<file path="config.mk">
export PLATFORM = sky130hd
export DESIGN_NAME = bc_game_core_flat
export DESIGN_NICKNAME = d
export VERILOG_FILES = /design/src/rtl/bc_game_core_if.sv /design/src/rtl/bc_game_core.sv /design/src/flat_wrapper.sv
export SDC_FILE = /design/constraint.sdc
export NUM_CORES = 1
export LEC_CHECK = 0
export CAP_MARGIN = 5
export CELL_PAD_IN_SITES_DETAIL_PLACEMENT = 1
export CELL_PAD_IN_SITES_GLOBAL_PLACEMENT = 1
export CORE_MARGIN = 2
export CORE_UTILIZATION = 40
export DETAILED_ROUTE_END_ITERATION = 6
export GPL_ROUTABILITY_DRIVEN = 0
export PLACE_DENSITY = 0.82
export SETUP_SLACK_MARGIN = 0.15
export SYNTH_ARGS = -nofsm -noshare
export SYNTH_HDL_FRONTEND = slang
export SYNTH_SLANG_ARGS = --single-unit
</file>
<file path="constraint.sdc">
create_clock -name clock -period 3.26 [get_ports clock]
set_input_delay 0.652 -clock clock [delete_from_list [all_inputs] [get_ports clock]]
set_output_delay 0.652 -clock clock [all_outputs]
set_load 0.01 [all_outputs]
</file>
<file path="src/rtl/bc_game_core_if.sv">
// Switch/button inputs and game status outputs of the Bulls-and-Cows engine.
// The master drives the switches and the confirm button; the engine is the slave.
interface bc_game_core_if #(
    parameter int unsigned N_DIGITS     = 4,
    parameter int unsigned DIGIT_W      = 4,
    parameter int unsigned MAX_ATTEMPTS = 10
);
    localparam int unsigned CNT_W = $clog2(N_DIGITS + 1);
    localparam int unsigned AW    = $clog2(MAX_ATTEMPTS + 1);

    logic                         confirma;
    logic [N_DIGITS*DIGIT_W-1:0]  SW;
    logic [2:0]                   state_code;
    logic                         player;
    logic [CNT_W-1:0]             bulls;
    logic [CNT_W-1:0]             cows;
    logic                         result_valid;
    logic                         invalid_pulse;
    logic [AW-1:0]                attempts_p1;
    logic [AW-1:0]                attempts_p2;

    modport master (
        output confirma, SW,
        input  state_code, player, bulls, cows, result_valid, invalid_pulse,
               attempts_p1, attempts_p2
    );

    modport slave (
        input  confirma, SW,
        output state_code, player, bulls, cows, result_valid, invalid_pulse,
               attempts_p1, attempts_p2
    );
endinterface

</file>
<file path="src/rtl/bc_game_core.sv">
// Two-player Bulls-and-Cows engine: secret setup, alternating guesses,
// one-digit-per-cycle scoring, win/draw detection. Status outputs only.
module bc_game_core #(
    parameter int unsigned N_DIGITS     = 4,
    parameter int unsigned DIGIT_W      = 4,
    parameter int unsigned MAX_ATTEMPTS = 10
) (
    input  logic          clock,
    input  logic          reset,
    bc_game_core_if.slave bus
);
    localparam int unsigned CNT_W = $clog2(N_DIGITS + 1);
    localparam int unsigned AW    = $clog2(MAX_ATTEMPTS + 1);
    localparam int unsigned IDX_W = $clog2(N_DIGITS);
    localparam int unsigned WW    = N_DIGITS * DIGIT_W;
    localparam logic [DIGIT_W-1:0] NULL_DIGIT = '1;

    typedef enum logic [2:0] {
        S_P1_SETUP = 3'd0,
        S_P2_SETUP = 3'd1,
        S_GUESS    = 3'd2,
        S_SCORE    = 3'd3,
        S_SHOW     = 3'd4,
        S_WIN      = 3'd5,
        S_DRAW     = 3'd6
    } state_t;

    state_t             r_state, w_state_nxt;
    logic               r_confirma_q;
    logic [WW-1:0]      r_secret1, r_secret2, r_guess;
    logic [IDX_W-1:0]   r_idx;
    logic [CNT_W-1:0]   r_bulls, r_cows;
    logic [AW-1:0]      r_att1, r_att2;
    logic               r_player, r_invalid;

    logic               w_press, w_sw_valid, w_score_last, w_win, w_draw;
    logic               w_bull, w_cow;
    logic [WW-1:0]      w_target;
    logic [DIGIT_W-1:0] w_gd, w_td;

    assign w_press      = bus.confirma & ~r_confirma_q;
    assign w_target     = r_player ? r_secret1 : r_secret2;
    assign w_score_last = (r_idx == IDX_W'(N_DIGITS - 1));
    assign w_win        = (r_bulls == CNT_W'(N_DIGITS));
    assign w_draw       = (r_att1 == AW'(MAX_ATTEMPTS)) && (r_att2 == AW'(MAX_ATTEMPTS));

    always_comb begin
        w_sw_valid = 1'b1;
        for (int unsigned i = 0; i < N_DIGITS; i++) begin
            if (bus.SW[i*DIGIT_W +: DIGIT_W] == NULL_DIGIT) w_sw_valid = 1'b0;
            for (int unsigned j = i + 1; j < N_DIGITS; j++) begin
                if (bus.SW[i*DIGIT_W +: DIGIT_W] == bus.SW[j*DIGIT_W +: DIGIT_W])
                    w_sw_valid = 1'b0;
            end
        end
    end

    // Digit r_idx of the guess against the same position (bull) and all other positions (cow)
    always_comb begin
        w_gd  = '0;
        w_td  = '0;
        w_cow = 1'b0;
        for (int unsigned i = 0; i < N_DIGITS; i++) begin
            if (IDX_W'(i) == r_idx) begin
                w_gd = r_guess[i*DIGIT_W +: DIGIT_W];
                w_td = w_target[i*DIGIT_W +: DIGIT_W];
            end
        end
        for (int unsigned j = 0; j < N_DIGITS; j++) begin
            if ((IDX_W'(j) != r_idx) && (w_target[j*DIGIT_W +: DIGIT_W] == w_gd))
                w_cow = 1'b1;
        end
        w_bull = (w_gd == w_td);
    end

    always_comb begin
        w_state_nxt = r_state;
        case (r_state)
            S_P1_SETUP: if (w_press && w_sw_valid) w_state_nxt = S_P2_SETUP;
            S_P2_SETUP: if (w_press && w_sw_valid) w_state_nxt = S_GUESS;
            S_GUESS:    if (w_press && w_sw_valid) w_state_nxt = S_SCORE;
            S_SCORE:    if (w_score_last)          w_state_nxt = S_SHOW;
            S_SHOW: begin
                if (w_press) begin
                    if (w_win)       w_state_nxt = S_WIN;
                    else if (w_draw) w_state_nxt = S_DRAW;
                    else             w_state_nxt = S_GUESS;
                end
            end
            S_WIN, S_DRAW: if (w_press) w_state_nxt = S_P1_SETUP;
            default:    w_state_nxt = S_P1_SETUP;
        endcase
    end

    always_ff @(posedge clock) begin
        if (reset) r_state <= S_P1_SETUP;
        else       r_state <= w_state_nxt;
    end

    always_ff @(posedge clock) begin
        if (reset) begin
            r_confirma_q <= 1'b0;
            r_secret1    <= '0;
            r_secret2    <= '0;
            r_guess      <= '0;
            r_idx        <= '0;
            r_bulls      <= '0;
            r_cows       <= '0;
            r_att1       <= '0;
            r_att2       <= '0;
            r_player     <= 1'b0;
            r_invalid    <= 1'b0;
        end else begin
            r_confirma_q <= bus.confirma;
            r_invalid    <= 1'b0;
            case (r_state)
                S_P1_SETUP: if (w_press) begin
                    if (w_sw_valid) r_secret1 <= bus.SW;
                    else            r_invalid <= 1'b1;
                end
                S_P2_SETUP: if (w_press) begin
                    if (w_sw_valid) begin
                        r_secret2 <= bus.SW;
                        r_player  <= 1'b0;
                    end else begin
                        r_invalid <= 1'b1;
                    end
                end
                S_GUESS: if (w_press) begin
                    if (w_sw_valid) begin
                        r_guess <= bus.SW;
                        r_bulls <= '0;
                        r_cows  <= '0;
                        r_idx   <= '0;
                        if (!r_player && r_att1 != AW'(MAX_ATTEMPTS)) r_att1 <= r_att1 + AW'(1);
                        if (r_player && r_att2 != AW'(MAX_ATTEMPTS))  r_att2 <= r_att2 + AW'(1);
                    end else begin
                        r_invalid <= 1'b1;
                    end
                end
                S_SCORE: begin
                    if (w_bull)     r_bulls <= r_bulls + CNT_W'(1);
                    else if (w_cow) r_cows  <= r_cows + CNT_W'(1);
                    r_idx <= w_score_last ? '0 : r_idx + IDX_W'(1);
                end
                S_SHOW: if (w_press && !w_win && !w_draw) r_player <= ~r_player;
                S_WIN, S_DRAW: if (w_press) begin
                    r_secret1 <= '0;
                    r_secret2 <= '0;
                    r_guess   <= '0;
                    r_bulls   <= '0;
                    r_cows    <= '0;
                    r_att1    <= '0;
                    r_att2    <= '0;
                    r_player  <= 1'b0;
                end
                default: ;
            endcase
        end
    end

    assign bus.state_code    = r_state;
    assign bus.player        = r_player;
    assign bus.bulls         = r_bulls;
    assign bus.cows          = r_cows;
    assign bus.result_valid  = (r_state == S_SHOW);
    assign bus.invalid_pulse = r_invalid;
    assign bus.attempts_p1   = r_att1;
    assign bus.attempts_p2   = r_att2;
endmodule

</file>
<file path="src/flat_wrapper.sv">
// flat-port wrapper written by rule: the top's interface ports become plain ports
module bc_game_core_flat 
#(
    parameter int unsigned N_DIGITS     = 4,
    parameter int unsigned DIGIT_W      = 4,
    parameter int unsigned MAX_ATTEMPTS = 10
)
  (clock, reset, bus_confirma, bus_SW, bus_state_code, bus_player, bus_bulls, bus_cows, bus_result_valid, bus_invalid_pulse, bus_attempts_p1, bus_attempts_p2);
  bc_game_core_if #(.N_DIGITS(N_DIGITS), .DIGIT_W(DIGIT_W), .MAX_ATTEMPTS(MAX_ATTEMPTS)) bus_i ();
  input  logic clock;
  input  logic reset;
  input wire logic [$bits(bus_i.confirma)-1:0] bus_confirma;
  input wire logic [$bits(bus_i.SW)-1:0] bus_SW;
  output wire logic [$bits(bus_i.state_code)-1:0] bus_state_code;
  output wire logic [$bits(bus_i.player)-1:0] bus_player;
  output wire logic [$bits(bus_i.bulls)-1:0] bus_bulls;
  output wire logic [$bits(bus_i.cows)-1:0] bus_cows;
  output wire logic [$bits(bus_i.result_valid)-1:0] bus_result_valid;
  output wire logic [$bits(bus_i.invalid_pulse)-1:0] bus_invalid_pulse;
  output wire logic [$bits(bus_i.attempts_p1)-1:0] bus_attempts_p1;
  output wire logic [$bits(bus_i.attempts_p2)-1:0] bus_attempts_p2;
  assign bus_i.confirma = bus_confirma;
  assign bus_i.SW = bus_SW;
  assign bus_state_code = bus_i.state_code;
  assign bus_player = bus_i.player;
  assign bus_bulls = bus_i.bulls;
  assign bus_cows = bus_i.cows;
  assign bus_result_valid = bus_i.result_valid;
  assign bus_invalid_pulse = bus_i.invalid_pulse;
  assign bus_attempts_p1 = bus_i.attempts_p1;
  assign bus_attempts_p2 = bus_i.attempts_p2;
  bc_game_core #(.N_DIGITS(N_DIGITS), .DIGIT_W(DIGIT_W), .MAX_ATTEMPTS(MAX_ATTEMPTS)) u_core (.clock(clock), .reset(reset), .bus(bus_i));
endmodule
</file>
==> impl_metrics.json <==
{
  "status": "complete, no violations",
  "arrival_ns": 3.25,
  "p_clk_frac": 0.329,
  "clock_skew_ns": 0.00571,
  "ys_async_sr_fraction": 0,
  "clk_pin_slew_ns": 0.07,
  "yosys_warnings": 0,
  "syn_inst": 483,
  "fin_crit_sh": 0.911,
  "combPwrFrac": 0.193,
  "worst_pin_slew_ns": 0.866,
  "crit_path_top_delay_cell": "clkdlybuf4s50_1",
  "grt_pass1_vias": 3854,
  "postSynthAreaPerCell_um2": 8.40,
  "top_level_ports": 39,
  "leakage_uw": 0.00176,
  "met3_length_um": 500,
  "clk_latency_ns": 0.35,
  "yosysUniqueCellTypes": 53,
  "die_h_um": 105,
  "syn_to_final_growth_pct": 19.2,
  "path_cells": "clkdlybuf4s50_1, buf_4, xor2_1, nor4_1, nor3_1, buf_4, a21oi_1, or3_1, a21oi_4, buf_12, nand3_1, a21oi_1",
  "peakVddDrop_v": 0.000153,
  "cts_sinks": 70,
  "dieArea_um2": 11000,
  "max-clock-path-buffers": 2,
  "grt_pass1_wl_um": 20400,
  "seq_area_frac_synth": 0.345,
  "wl_per_cell_um": 19.0,
  "drt_iter0_drc": 208,
  "cp.required_ns": 3.54,
  "wirelength_um": 12500,
  "internal_power_uw": 1360,
  "fin_cells": 656,
  "finalSetupViolCount": 0,
  "die_w_um": 105,
  "cts_root_buf": "clkbuf_8",
  "finish.instance_area_um2": 4840,
  "wl_met1_um": 5890,
  "drive_gt1_frac": 0.113,
  "power_uw": 1930,
  "start_kind": "input pin",
  "tns_ns": 0,
  "antenna_left": 0,
  "synth-edff-count": 0,
  "antenna_found_initial": 0,
  "maxSlewHeadroom": 0.423,
  "ctsHoldBuffers": 0,
  "cp-end-kind": "flop",
  "synth-main-ff-cell": "dfxtp_1",
  "grt_usage": 0.234,
  "cts_htree_levels": 3,
  "finalHoldViolCount": 0,
  "cap_viol_max_count": 0,
  "power.density_nw_per_um2": 398,
  "numCtsBuffers": 9,
  "core_um2": 9820,
  "highest_layer": "met4",
  "rsz0062_at_grt": "no",
  "path_max_fanout": 16,
  "met2_wirelength_um": 5840,
  "swShare": 0.295,
  "fillers": 1208,
  "dp.cells": 641,
  "initial_core_util": 0.413,
  "cts_tree": "built",
  "grt_overflow": 0,
  "syn_area_um2": 4060,
  "seqPwrFrac": 0.478,
  "synth_fp_nets": 513,
  "synth_seq_cells": 70,
  "port_buffers": 38,
  "drcViolationCount": 0,
  "drt_first_pass_iters": 5,
  "grt_max_degree": 44,
  "slowest_delay_ns": 0.62,
  "final.min_clock_period_ns": 2.97,
  "nets": 549,
  "avgViaCountPerCell": 5.72,
  "rows": 36,
  "slew_violations": 0,
  "post_dp_cell_area_um2": 4640,
  "netSwitchingPower_uw": 568,
  "clock.fmax_mhz": 337,
  "holdCritPathClass": "reg2reg",
  "num_antenna_cells": 0,
  "vias": 3755,
  "place_hpwl_um": 8960,
  "criticalPathCategory": "in2reg"
}
## metal layers
layer  up-vias  global-route usage
met5         -                   0
met2        97               0.380
met3        17              0.0274
met4         0              0.0924
li1       1770                   -
met1      1871               0.315
## cells in the final DEF (no fill, tap or decap), drive strengths merged, types with 6 or more instances in the layout
master | netlist | layout
nand2 | 31 | 31
nand3b | 7 | 7
ha | 11 | 11
nor4 | 8 | 8
inv | 12 | 12
buf | 25 | 31
nand4 | 8 | 8
xor2 | 44 | 44
dfxtp | 70 | 70
nand3 | 22 | 22
mux2i | 18 | 18
a21oi | 31 | 31
a211oi | 12 | 12
dlymetal6s2s | 0 | 7
clkbuf | 18 | 14
clkdlybuf4s50 | 0 | 30
nor2b | 9 | 9
xnor2 | 8 | 8
o21ai | 7 | 7
a22oi | 37 | 37
or3 | 6 | 6
nor2 | 54 | 54
## critical path, delay by kind of cell
family / cells / cell delay (ns)
AO/OA/AOI/OAI: 3 / 0.47
buffers and inverters: 4 / 1.18
AND/OR/NAND/NOR: 4 / 0.79
XOR/XNOR: 1 / 0.16
## Yosys cell counts, types with 8 or more instances
cell type	number	area (um^2)
dfxtp_1	70	1400
nor2_1	54	203
xor2_1	44	385
a22oi_1	37	278
nand2_1	31	116
a21oi_1	30	150
nand3_1	22	110
buf_2	21	105
clkbuf_1	18	67.6
mux2i_1	18	180
inv_1	12	45.0
ha_1	11	138
a211oi_1	10	75.1
nor2b_1	9	56.3
nand4_1	8	50.1
xnor2_1	8	70.1
## power by group through the flow
stage,Combinational (uW),Clock [uW],Sequential [uW]
2_1_floorplan,237,0,925
3_5_place_dp,363,0,938
5_1_grt,403,674,924
4_1_cts,370,642,919
3_3_place_gp,352,0,936
6_report,372,634,920
## cell type report
cell class,count,area (um^2),area share
Timing Repair Buffer,68,643,0.133
Tap cell,133,166,0.0344
Inverter,12,45.0,0.00931
Clock buffer,14,163,0.0336
Sequential cell,70,1400,0.290
Multi-Input combinational cell,358,2420,0.499
Clock inverter,1,5.00,0.00103
## flip-flops by register name (all words and copies together) (netlist names)
signal                    flops
u_core.r_secret1             16
u_core.bus.bulls              3
u_core.bus.player             1
u_core.bus.cows               3
u_core.r_confirma_q           1
u_core.bus.attempts_p2        4
u_core.r_secret2             16
u_core.bus.invalid_pulse      1
u_core.bus.attempts_p1        4
u_core.r_guess               16
u_core.bus.state_code         3
u_core.r_idx                  2
## path summary, 6_finish.rpt
check	start	end	slack [ns]	depth (start not counted)
setup / recovery	bus_SW[11]	u_core.r_secret2[11]	0.29	12
hold / removal	u_core.r_secret2[10]	u_core.r_secret2[10]	0.46	2
setup reg to reg	u_core.r_idx[1]	u_core.bus.cows[0]	0.31	10
hold reg to reg	u_core.r_secret2[10]	u_core.r_secret2[10]	0.46	2
## stage by stage
stage,util,hold WS [ns],worst slack [ns]
after global routing,0.493,0.477,0.152
after floorplan,-,0.431,0.612
after CTS,0.491,0.457,0.158
after detailed placement,0.473,0.447,-0.126
after global placement,0.473,0.440,-0.0428
final,0.493,0.459,0.290
## cells by family (layout without fill, tap and decap cells)
group	Yosys count	after routing	share of synthesized area
simple gates	166	166	0.206
buf+inv	55	95	0.0620
xor+xnor	52	52	0.112
compound gates	110	110	0.193
mux	19	19	0.0472
fa+ha+maj	11	11	0.0339
flops	70	70	0.345
## repair_timing
| item | in CTS | in global routing |
|---|---|---|
| pin swaps | 0 | 1 |
| setup buffers | 0 | 0 |
| resized for setup | 2 | 9 |
| endpoints found under the setup margin | 3 | 37 |
Power figures use the tool's default switching activity.
